## src/rtl/cpu_pkg.sv

```systemverilog
// Shared constants and types for the 8-bit pipelined CPU.
// Used by the MEM stage, its MEM/WB register and the data-memory interface.
package cpu_pkg;

  localparam int DW = 8;
  localparam int RW = 3;

  typedef enum logic [0:0] {
    IDLE = 1'b0,
    WAIT = 1'b1
  } mem_state_t;

  typedef struct packed {
    logic [DW-1:0] data;
    logic [RW-1:0] rd;
    logic          regWrite;
    logic          overflow;
  } memwb_t;

  // An all-zero writeback slot: nothing is written back.
  function automatic memwb_t memwb_bubble();
    memwb_t b;
    b.data     = {DW{1'b0}};
    b.rd       = {RW{1'b0}};
    b.regWrite = 1'b0;
    b.overflow = 1'b0;
    return b;
  endfunction

endpackage

```

## src/rtl/mem_stage_if.sv

```systemverilog
// Data-memory request/acknowledge bus between the MEM stage (master) and data memory (slave).
interface mem_stage_if;
  import cpu_pkg::*;

  logic          req;
  logic          we;
  logic [DW-1:0] addr;
  logic [DW-1:0] wdata;
  logic          ack;
  logic [DW-1:0] rdata;

  modport master (
    output req,
    output we,
    output addr,
    output wdata,
    input  ack,
    input  rdata
  );

  modport slave (
    input  req,
    input  we,
    input  addr,
    input  wdata,
    output ack,
    output rdata
  );

endinterface

```

## src/rtl/mem_stage_mem_wb.sv

```systemverilog
// MEM/WB pipeline register: captures one writeback slot every cycle.
module mem_wb_reg
  import cpu_pkg::*;
(
  input  logic   clk,
  input  logic   rst_n,
  input  memwb_t d,
  output memwb_t q
);

  // Writeback slot register, cleared to a bubble on reset.
  always_ff @(posedge clk or negedge rst_n) begin
    if (!rst_n) begin
      q <= memwb_bubble();
    end else begin
      q <= d;
    end
  end

endmodule

```

## src/rtl/mem_stage.sv

```systemverilog
// MEM stage: issues loads/stores over a req/ack bus, stalls upstream while waiting, aborts on timeout.
// Optional feature macro: OVERFLOW_TRAP_EN (suppress writeback and pulse ovf_trap_o on overflow).
module mem_stage
  import cpu_pkg::*;
#(
  parameter int ACK_TIMEOUT = 16
) (
  input  logic              clk,
  input  logic              rst_n,
  input  logic [DW-1:0]     data_in,
  input  logic              overflow_i,
  input  logic [RW-1:0]     data_rd_i,
  input  logic              memRead_i,
  input  logic              memWrite_i,
  input  logic              regWrite_i,
  input  logic [DW-1:0]     memAddr_i,
  output logic              stall_o,
  mem_stage_if.master       dmem,
  output logic [DW-1:0]     wb_data_o,
  output logic [RW-1:0]     wb_rd_o,
  output logic              wb_regWrite_o,
  output logic              overflow_o,
  output logic              bus_err_o,
  output logic              ovf_trap_o
);

  localparam int CW = $clog2(ACK_TIMEOUT);

  mem_state_t    state_r;
  logic [CW-1:0] cnt_r;
  logic          req_r;
  logic          we_r;
  logic [DW-1:0] addr_r;
  logic [DW-1:0] wdata_r;
  logic [RW-1:0] rd_l_r;
  logic          regwrite_l_r;
  logic          ovf_l_r;
  logic          bus_err_r;

  logic          mem_op_s;
  logic          timeout_s;
  logic          stall_s;
  memwb_t        wb_next_s;
  memwb_t        wb_q_s;

  assign mem_op_s  = memRead_i | memWrite_i;
  assign timeout_s = (cnt_r == CW'(ACK_TIMEOUT - 1));

  // Access FSM, wait counter and latched request fields.
  always_ff @(posedge clk or negedge rst_n) begin
    if (!rst_n) begin
      state_r      <= IDLE;
      cnt_r        <= {CW{1'b0}};
      req_r        <= 1'b0;
      we_r         <= 1'b0;
      addr_r       <= {DW{1'b0}};
      wdata_r      <= {DW{1'b0}};
      rd_l_r       <= {RW{1'b0}};
      regwrite_l_r <= 1'b0;
      ovf_l_r      <= 1'b0;
      bus_err_r    <= 1'b0;
    end else begin
      bus_err_r <= 1'b0;
      case (state_r)
        IDLE: begin
          if (mem_op_s) begin
            state_r      <= WAIT;
            cnt_r        <= {CW{1'b0}};
            req_r        <= 1'b1;
            // A simultaneous read and write request is treated as a load.
            we_r         <= memWrite_i & ~memRead_i;
            addr_r       <= memAddr_i;
            wdata_r      <= data_in;
            rd_l_r       <= data_rd_i;
            regwrite_l_r <= regWrite_i;
            ovf_l_r      <= overflow_i;
          end else begin
            state_r <= IDLE;
          end
        end
        WAIT: begin
          if (dmem.ack) begin
            state_r <= IDLE;
            req_r   <= 1'b0;
          end else if (timeout_s) begin
            state_r   <= IDLE;
            req_r     <= 1'b0;
            bus_err_r <= 1'b1;
          end else begin
            cnt_r <= cnt_r + {{(CW-1){1'b0}}, 1'b1};
          end
        end
        default: begin
          state_r <= IDLE;
          req_r   <= 1'b0;
        end
      endcase
    end
  end

  // Stall decision and next MEM/WB slot; ack beats a same-cycle timeout.
  always_comb begin
    wb_next_s = memwb_bubble();
    stall_s   = 1'b0;
    case (state_r)
      IDLE: begin
        if (mem_op_s) begin
          stall_s = 1'b1;
        end else begin
          wb_next_s.data     = data_in;
          wb_next_s.rd       = data_rd_i;
          wb_next_s.regWrite = regWrite_i;
          wb_next_s.overflow = overflow_i;
        end
      end
      WAIT: begin
        if (dmem.ack) begin
          stall_s            = 1'b0;
          wb_next_s.data     = we_r ? {DW{1'b0}} : dmem.rdata;
          wb_next_s.rd       = rd_l_r;
          wb_next_s.regWrite = regwrite_l_r & ~we_r;
          wb_next_s.overflow = ovf_l_r;
        end else if (timeout_s) begin
          stall_s = 1'b0;
        end else begin
          stall_s = 1'b1;
        end
      end
      default: begin
        stall_s = 1'b0;
      end
    endcase
  end

`ifdef OVERFLOW_TRAP_EN
  memwb_t wb_gated_s;
  logic   trap_s;
  logic   trap_r;

  // An overflowing instruction that would write rd traps instead of writing.
  always_comb begin
    wb_gated_s = wb_next_s;
    trap_s     = 1'b0;
    if (wb_next_s.regWrite && wb_next_s.overflow) begin
      wb_gated_s.regWrite = 1'b0;
      trap_s              = 1'b1;
    end else begin
      trap_s = 1'b0;
    end
  end

  // Trap pulse aligned with the writeback slot it replaces.
  always_ff @(posedge clk or negedge rst_n) begin
    if (!rst_n) begin
      trap_r <= 1'b0;
    end else begin
      trap_r <= trap_s;
    end
  end

  assign ovf_trap_o = trap_r;

  mem_wb_reg u_mem_wb (
    .clk   (clk),
    .rst_n (rst_n),
    .d     (wb_gated_s),
    .q     (wb_q_s)
  );
`else
  assign ovf_trap_o = 1'b0;

  mem_wb_reg u_mem_wb (
    .clk   (clk),
    .rst_n (rst_n),
    .d     (wb_next_s),
    .q     (wb_q_s)
  );
`endif

  // Stall is forced low while reset is asserted so upstream sees a quiet pipe.
  assign stall_o       = stall_s & rst_n;
  assign dmem.req      = req_r;
  assign dmem.we       = we_r;
  assign dmem.addr     = addr_r;
  assign dmem.wdata    = wdata_r;
  assign wb_data_o     = wb_q_s.data;
  assign wb_rd_o       = wb_q_s.rd;
  assign wb_regWrite_o = wb_q_s.regWrite;
  assign overflow_o    = wb_q_s.overflow;
  assign bus_err_o     = bus_err_r;

endmodule

```

## src/flat_wrapper.sv

```systemverilog
// flat-port wrapper written by rule: the top's interface ports become plain ports
module mem_stage_flat import cpu_pkg::*;
#(
  parameter int ACK_TIMEOUT = 16
)
  (clk, rst_n, data_in, overflow_i, data_rd_i, memRead_i, memWrite_i, regWrite_i, memAddr_i, stall_o, wb_data_o, wb_rd_o, wb_regWrite_o, overflow_o, bus_err_o, ovf_trap_o, dmem_req, dmem_we, dmem_addr, dmem_wdata, dmem_ack, dmem_rdata);
  mem_stage_if dmem_i ();
  input  logic clk;
  input  logic rst_n;
  input  logic [DW-1:0] data_in;
  input  logic overflow_i;
  input  logic [RW-1:0] data_rd_i;
  input  logic memRead_i;
  input  logic memWrite_i;
  input  logic regWrite_i;
  input  logic [DW-1:0] memAddr_i;
  output logic stall_o;
  output logic [DW-1:0] wb_data_o;
  output logic [RW-1:0] wb_rd_o;
  output logic wb_regWrite_o;
  output logic overflow_o;
  output logic bus_err_o;
  output logic ovf_trap_o;
  output wire logic [$bits(dmem_i.req)-1:0] dmem_req;
  output wire logic [$bits(dmem_i.we)-1:0] dmem_we;
  output wire logic [$bits(dmem_i.addr)-1:0] dmem_addr;
  output wire logic [$bits(dmem_i.wdata)-1:0] dmem_wdata;
  input wire logic [$bits(dmem_i.ack)-1:0] dmem_ack;
  input wire logic [$bits(dmem_i.rdata)-1:0] dmem_rdata;
  assign dmem_req = dmem_i.req;
  assign dmem_we = dmem_i.we;
  assign dmem_addr = dmem_i.addr;
  assign dmem_wdata = dmem_i.wdata;
  assign dmem_i.ack = dmem_ack;
  assign dmem_i.rdata = dmem_rdata;
  mem_stage #(.ACK_TIMEOUT(ACK_TIMEOUT)) u_core (.clk(clk), .rst_n(rst_n), .data_in(data_in), .overflow_i(overflow_i), .data_rd_i(data_rd_i), .memRead_i(memRead_i), .memWrite_i(memWrite_i), .regWrite_i(regWrite_i), .memAddr_i(memAddr_i), .stall_o(stall_o), .dmem(dmem_i), .wb_data_o(wb_data_o), .wb_rd_o(wb_rd_o), .wb_regWrite_o(wb_regWrite_o), .overflow_o(overflow_o), .bus_err_o(bus_err_o), .ovf_trap_o(ovf_trap_o));
endmodule
```

## config.mk

```make
export PLATFORM = sky130hd
export DESIGN_NAME = mem_stage_flat
export DESIGN_NICKNAME = d
export VERILOG_FILES = /design/src/rtl/cpu_pkg.sv /design/src/rtl/mem_stage_if.sv /design/src/rtl/mem_stage_mem_wb.sv /design/src/rtl/mem_stage.sv /design/src/flat_wrapper.sv
export SDC_FILE = /design/constraint.sdc
export NUM_CORES = 1
export LEC_CHECK = 0
export BUFFER_PORTS_ARGS = -buffer_cell sky130_fd_sc_hd__clkbuf_2
export CORE_ASPECT_RATIO = 2
export CORE_MARGIN = 10
export CORE_UTILIZATION = 48
export CTS_CLUSTER_SIZE = 24
export DETAILED_ROUTE_END_ITERATION = 8
export PLACE_DENSITY = 0.79
export REMOVE_ABC_BUFFERS = 1
export SLEW_MARGIN = 20
export SYNTH_ARGS = -nofsm -noshare
export SYNTH_HDL_FRONTEND = slang
export SYNTH_SLANG_ARGS = --single-unit
```

## constraint.sdc

```tcl
create_clock -name clk -period 1.83 [get_ports clk]
set_clock_uncertainty 0.2 [all_clocks]
set_input_delay 0.0915 -clock clk [delete_from_list [all_inputs] [get_ports clk]]
set_output_delay 0.0915 -clock clk [all_outputs]
set_load 0.1 [all_outputs]
```

==> run_results.csv, run 1 <==
group,metric,value,unit
outcome,violations,"setup timing",
logic_synthesis,syn_area,1760,µm²
flow_run,max_cap_viol_count,0,
routing,avgViaCountPerCell,5.02,
finish,nets,268,
setup_path,crit_required,1540,ps
logic_synthesis,synth.most_common_cell,"dfrtp_1",
die,core,3570,µm²
placement,place.gp.congestion,0.827,
finish,syn2layout_area_growth,50.8,%
global_route,grt_use_total,15.2,%
logic_synthesis,syn_avg_cell_area,14.6,µm²
hold_path,hp-class,"in2reg",
sta,setup_viol,1,
clock_network,cts_buffer_depth,2,
logic_synthesis,yosysTopAreaCellShare,59.6,%
die,start_util,49.4,%
placement,port_buffers,66,
die,rows,31,
logic_synthesis,synthTopCellsByCount,"42 x dfrtp_1, 19 x mux2_4, 10 x a22o_1",
setup_path,r2r-start,"u_core.state_r",
finish,multiInputGateArea,653,µm²
sta,fin_setup_tns,-101,ps
setup_path,crit_fanout,4,
clock_network,cts_tree,"yes",
global_route,grt_pass1_wl,8250,µm
sta,fin_hold_ws,110,ps
outcome,status,"complete, but fails checks",
routing,drc_errors,0,
finish,final_area,2660,µm²
clock_network,clkTransAtPathRegs,80,ps
finish,nFillCells,246,
hold_path,hold_start,"memRead_i",
finish,drive_above_1_share,47.0,%
setup_path,arrival,1640,ps
logic_synthesis,synthDistinctLibCells,28,
sta,min_period_over_period,106,%
clock_network,cts_made_buffers,5,
pwr,power.leakage,1.36,nW
sta,relSlewSlack,36.9,%
sta,fin_crit,1930,ps
placement,place_area,2130,µm²
finish,final-seq-area,1050,µm²
logic_synthesis,synth.largest_area_cell,"dfrtp_1",
placement,dp_hpwl,3220,µm
sta,slew_viol_final,0,
global_route,grt_max_degree,43,
placement,placed_cells,234,
hold_path,whs_path_depth,4,
logic_synthesis,ys_seq_area_share,59.6,%
die,die-area,6640,µm²
setup_path,cp-start-kind,"register",
sta,rsz0062_at_grt,"yes",
setup_path,setup.worst_path.end_class,"output port",
clock_network,cts_root_buf,"clkbuf_8",
pwr,power_per_cell_area,1310,nW/µm²
clock_network,clock-sinks,42,
die,dieHeight,106,µm
sta,hold_viol_final,0,
die,die-width,62.9,µm
sta,worst_pin_slew,943,ps
finish,instances_no_fill,283,
logic_synthesis,synth_ff_type,"dfrtp_1",
logic_synthesis,ys_async_sr_fraction,100,%
routing,via_count,1422,
clock_network,htreeDepth,2,
logic_synthesis,ys_ff_latch,42,
die,io_pins,68,
logic_synthesis,synthCells,121,
clock_network,insertion_delay,290,ps
routing,wl,5050,µm
setup_path,ff2ff_path_depth,4,
routing,drt_pass1_iterations,6,
routing,drt_iter0_drc,58,
logic_synthesis,synth_edf_count,0,
finish,final_util,74.5,%
global_route,grt_overflow,0,
pwr,peakVddDrop,0.851,mV
logic_synthesis,yosys-top-cells-area,"dfrtp_1 60%, mux2_4 16%, a22o_1 5.0%",
global_route,grt_pass1_vias,1649,
global_route,antenna_found_initial,0,
sta,worst_slack,-101,ps
finish,antenna_cells,0,
setup_path,crit_type,"reg2out",
routing,avgRoutedWirePerCell,17.8,µm
logic_synthesis,ys_warn_count,0,
routing,ant_nets,0,
setup_path,cp-startpoint,"u_core.cnt_r[0]",
sta,fmax,518,MHz
==> per-layer routing <==
layer	vias up	wire, µm	global-route usage [%]
met2	60	2770	28.2
li1	654	-	-
met1	697	1870	14.8
met5	-	0	0
met4	0	138	7.56
met3	11	273	4.03
==> per-stage QoR <==
| stage | total power, mW | setup slack (ps) |
|---|---|---|
| 6_report | 3.48 | -101 |
| 4_1_cts | 3.46 | -65.3 |
| 5_1_grt | 3.60 | -132 |
| 3_3_place_gp | 2.63 | 126 |
| 3_5_place_dp | 2.67 | 62.5 |
| 2_1_floorplan | 2.38 | -352 |
==> path summary, 6_finish.rpt <==
path / endpoint / slack (ps)
setup / recovery: stall_o / -100
hold / removal: u_core.u_mem_wb.q[0] / 110
setup reg to reg: u_core.u_mem_wb.q[2] / 100
hold reg to reg: u_core.u_mem_wb.q[1] / 300
max in group asynchronous: u_core.dmem.addr[3] / 810
min in group asynchronous: u_core.bus_err_o / 260
==> registers in the layout, indices dropped and copies added, names as in the netlist, 3 cells and up <==
name / cells
u_core.cnt_r: 4
u_core.dmem.addr: 8
u_core.dmem.wdata: 8
u_core.rd_l_r: 3
u_core.u_mem_wb.q: 13
==> what timing repair did <==
action / 4_1_cts / 5_1_grt
hold buffers: 36 / 0
gates cloned: 0 / 0
hold endpoints to repair: 79 / 0
buffers inserted: 3 / 2
setup endpoints to repair: 1 / 1
gates resized for setup: 4 / 0
pin swaps: 3 / 0
==> critical path, cell delays in order (launching register included) <==
cell and delay [ps]:
dfrtp_1 420, ha_2 210, a31o_4 250, a21oi_2 140, and2_4 170, buf_12 160
==> power breakdown <==
group / total, mW / switching (mW) / internal [mW]
registers: 1.20 / 0.111 / 1.09
logic: 1.59 / 1.17 / 0.419
clock network: 0.680 / 0.299 / 0.381
total: 3.48 / 1.58 / 1.89
==> cell usage in the layout (no fill, tap or decap) <==
cell type      Yosys  layout
buf_4              2       8
inv_1              3       3
a22oi_1            1       1
nor2_1             1       1
o21ai_4            1       1
mux2_4            19      19
buf_12             2       1
nand4b_1           1       1
nor4_1             1       1
a211oi_1           1       1
ha_2               0       1
inv_4              1       1
nor3_4             1       1
nor3_1             4       4
nand2_1            6       6
nand3_1            4       4
o21ai_0            5       5
a21oi_2            0       1
clkbuf_2           0      65
a21oi_1            6       5
clkbuf_8           0       8
xnor2_1            1       1
mux2i_1            1       1
nand2b_1           1       1
dfrtp_1           42      42
a22o_1            10      10
conb_1             1       1
mux2_2             2       2
and2_4             0       1
a31o_4             0       1
dlygate4sd3_1      0      36
==> kinds of logic after synthesis <==
logic type	count (synthesis)	synth area share, %
AO/OA/AOI/OAI	25	10.4
XOR/XNOR	1	0.497
adder cells (fa/ha/maj)	1	0.710
buffers and inverters	9	4.33
flip-flops	42	59.6
multiplexers	22	18.0
other	1	0.213
AND/OR/NAND/NOR	20	6.25
==> cell type report <==
type,instances,area share [%]
Sequential cell,42,39.5
Timing Repair Buffer,110,28.8
Multi-Input combinational cell,70,24.6
Clock buffer,8,4.14
Tap cell,49,2.31
Inverter,4,0.659
No activity file was read; power rests on OpenSTA's default activity.
==> inputs of run 2 (changes only) <==
--- a/config.mk
+++ b/config.mk
@@ -11,7 +11,7 @@
 export CORE_UTILIZATION = 48
 export CTS_CLUSTER_SIZE = 24
 export DETAILED_ROUTE_END_ITERATION = 8
-export PLACE_DENSITY = 0.79
+export PLACE_DENSITY_LB_ADDON = 0.25
 export REMOVE_ABC_BUFFERS = 1
 export SLEW_MARGIN = 20
 export SYNTH_ARGS = -nofsm -noshare
==> run_results.csv, run 2 (synthesized netlist as in run 1, its figures left out) <==
group,metric,value,unit
setup_path,crit_required,1540,ps
pwr,p_total,3.51,mW
outcome,status,"complete, but fails checks",
sta,relSlewSlack,35.8,%
clock_network,clkTransAtPathRegs,80,ps
clock_network,clock-sinks,42,
routing,ant_nets,0,
clock_network,cts_made_buffers,5,
routing,drc_errors,0,
global_route,grt_max_degree,43,
setup_path,cp_top_family,"flip-flops",
routing,via_count,1394,
pwr,power.share.clock,20.6,%
clock_network,insertion_delay,290,ps
sta,hold_viol_final,0,
global_route,grt_pass1_vias,1632,
setup_path,setup.worst_path.end_class,"output port",
sta,min_period_over_period,103,%
routing,top_layer,"met4",
routing,drt_pass1_iterations,4,
finish,final_cell_mix,"65 x clkbuf_2, 42 x dfrtp_1, 37 x dlygate4sd3_1",
setup_path,cp-start-kind,"register",
setup_path,cp_slowest_cell,"dfrtp_1",
sta,fmax,530,MHz
die,die-width,62.9,µm
setup_path,crit_fanout,2,
setup_path,cp.depth,5,
finish,antenna_cells,0,
global_route,grt_use_total,14.8,%
finish,regMostFlops,"u_core.u_mem_wb.q",
sta,setup_viol,1,
setup_path,crit_chain,"ha_2, a31o_4, a21oi_4, and2_4, buf_12",
pwr,power_frac_seq,33.9,%
clock_network,cts_buffer_depth,2,
outcome,violations,"setup timing",
pwr,p_int,1.92,mW
global_route,grt_pass1_wl,8100,µm
die,core,3570,µm²
routing,dr_wl_met3,205,µm
hold_path,whs_path_depth,3,
flow_run,max_cap_viol_count,0,
routing,avgViaCountPerCell,4.91,
clock_network,cts_tree,"yes",
setup_path,cp-startpoint,"u_core.cnt_r[1]",
hold_path,hp-class,"in2reg",
sta,rsz0062_at_grt,"yes",
pwr,switchingPower,1.59,mW
finish,nets,269,
pwr,power_per_cell_area,1310,nW/µm²
finish,final_util,75.1,%
die,start_util,49.4,%
setup_path,ff2ff_path_depth,4,
placement,place.gp.congestion,0.735,
pwr,comb_power_share,45.5,%
pwr,p_sw_share,45.2,%
sta,fin_hold_ws,35.4,ps
clock_network,cts_root_buf,"clkbuf_8",
pwr,peakVddDrop,1.06,mV
routing,drt-met1-wl,1920,µm
die,dieHeight,106,µm
global_route,grt_overflow,0,
setup_path,r2r-start,"u_core.state_r",
finish,final_common_cell,"clkbuf_2",
placement,place_ws,40.8,ps
die,io_pins,68,
finish,syn2layout_area_growth,52.1,%
sta,worst_pin_slew,959,ps
clock_network,htreeDepth,2,
setup_path,arrival,1600,ps
finish,drive_above_1_share,46.8,%
global_route,antenna_found_initial,0,
routing,avgRoutedWirePerCell,17.2,µm
placement,dp_hpwl,3290,µm
die,rows,31,
placement,port_buffers,66,
setup_path,slowest_delay,400,ps
setup_path,crit_type,"reg2out",
pwr,power.leakage,1.37,nW
routing,drt_iter0_drc,36,
hold_path,hold_start,"dmem_ack",
routing,wl,4880,µm
setup_path,crit_buf_inv,1,
sta,worst_slack,-58.2,ps
finish,largest_register_ffs,13,
die,die-area,6640,µm²
sta,slew_viol_final,0,
routing,met2_length,2690,µm
sta,fin_crit,1890,ps
## run 2: power groups by stage
| stage | logic (mW) | registers [mW] | clock network (mW) |
|---|---|---|---|
| final | 1.59 | 1.19 | 0.724 |
| after global routing | 1.66 | 1.21 | 0.762 |
| after CTS | 1.59 | 1.19 | 0.732 |
| after detailed placement | 1.46 | 1.21 | 0 |
| after global placement | 1.44 | 1.20 | 0 |
| after floorplan | 0.311 | 2.07 | 0 |
## run 2: through the flow
step                setup TNS, ps  std cells  cell area [µm²]
floorplan                    -352        116             1700
global placement                0        234             2130
detailed placement              0        234             2130
CTS                         -41.7        283             2670
global route                 -102        284             2680
finish                      -58.2        284             2680
## run 2: repair_timing
item | 4_1_cts | 5_1_grt
setup buffers | 4 | 1
hold buffers | 37 | 0
endpoints found under the hold margin | 78 | 0
resized for setup | 5 | 1
endpoints found under the setup margin | 1 | 1
pin swaps | 3 | 0
## run 2: per-layer routing
| layer | up-vias | GRT usage, % |
|---|---|---|
| met2 | 46 | 27.3 |
| met4 | 0 | 4.34 |
| met1 | 682 | 16.2 |
| met3 | 8 | 3.50 |
| met5 | - | 0 |
| li1 | 658 | - |
## run 2: area by class of cell
type	count	area, µm²
clock buffer	6	72.6
clock inverter	2	37.5
fill	256	887
inverter	4	17.5
multi-input combinational	70	666
sequential	42	1050
tap	49	61.3
timing repair buffer	111	776
## run 2: worst min-delay path, delay by kind of cell
kind / cells / cell delay, ps
AO/OA/AOI/OAI: 2 / 200
buffers and inverters: 1 / 190
## run 2: worst paths after layout
check	end	slack, ps
max	stall_o	-60
min	u_core.state_r	40
max reg2reg	u_core.u_mem_wb.q[2]	150
min reg2reg	u_core.u_mem_wb.q[1]	290
max in group asynchronous	u_core.u_mem_wb.q[10]	800
min in group asynchronous	u_core.u_mem_wb.q[2]	270
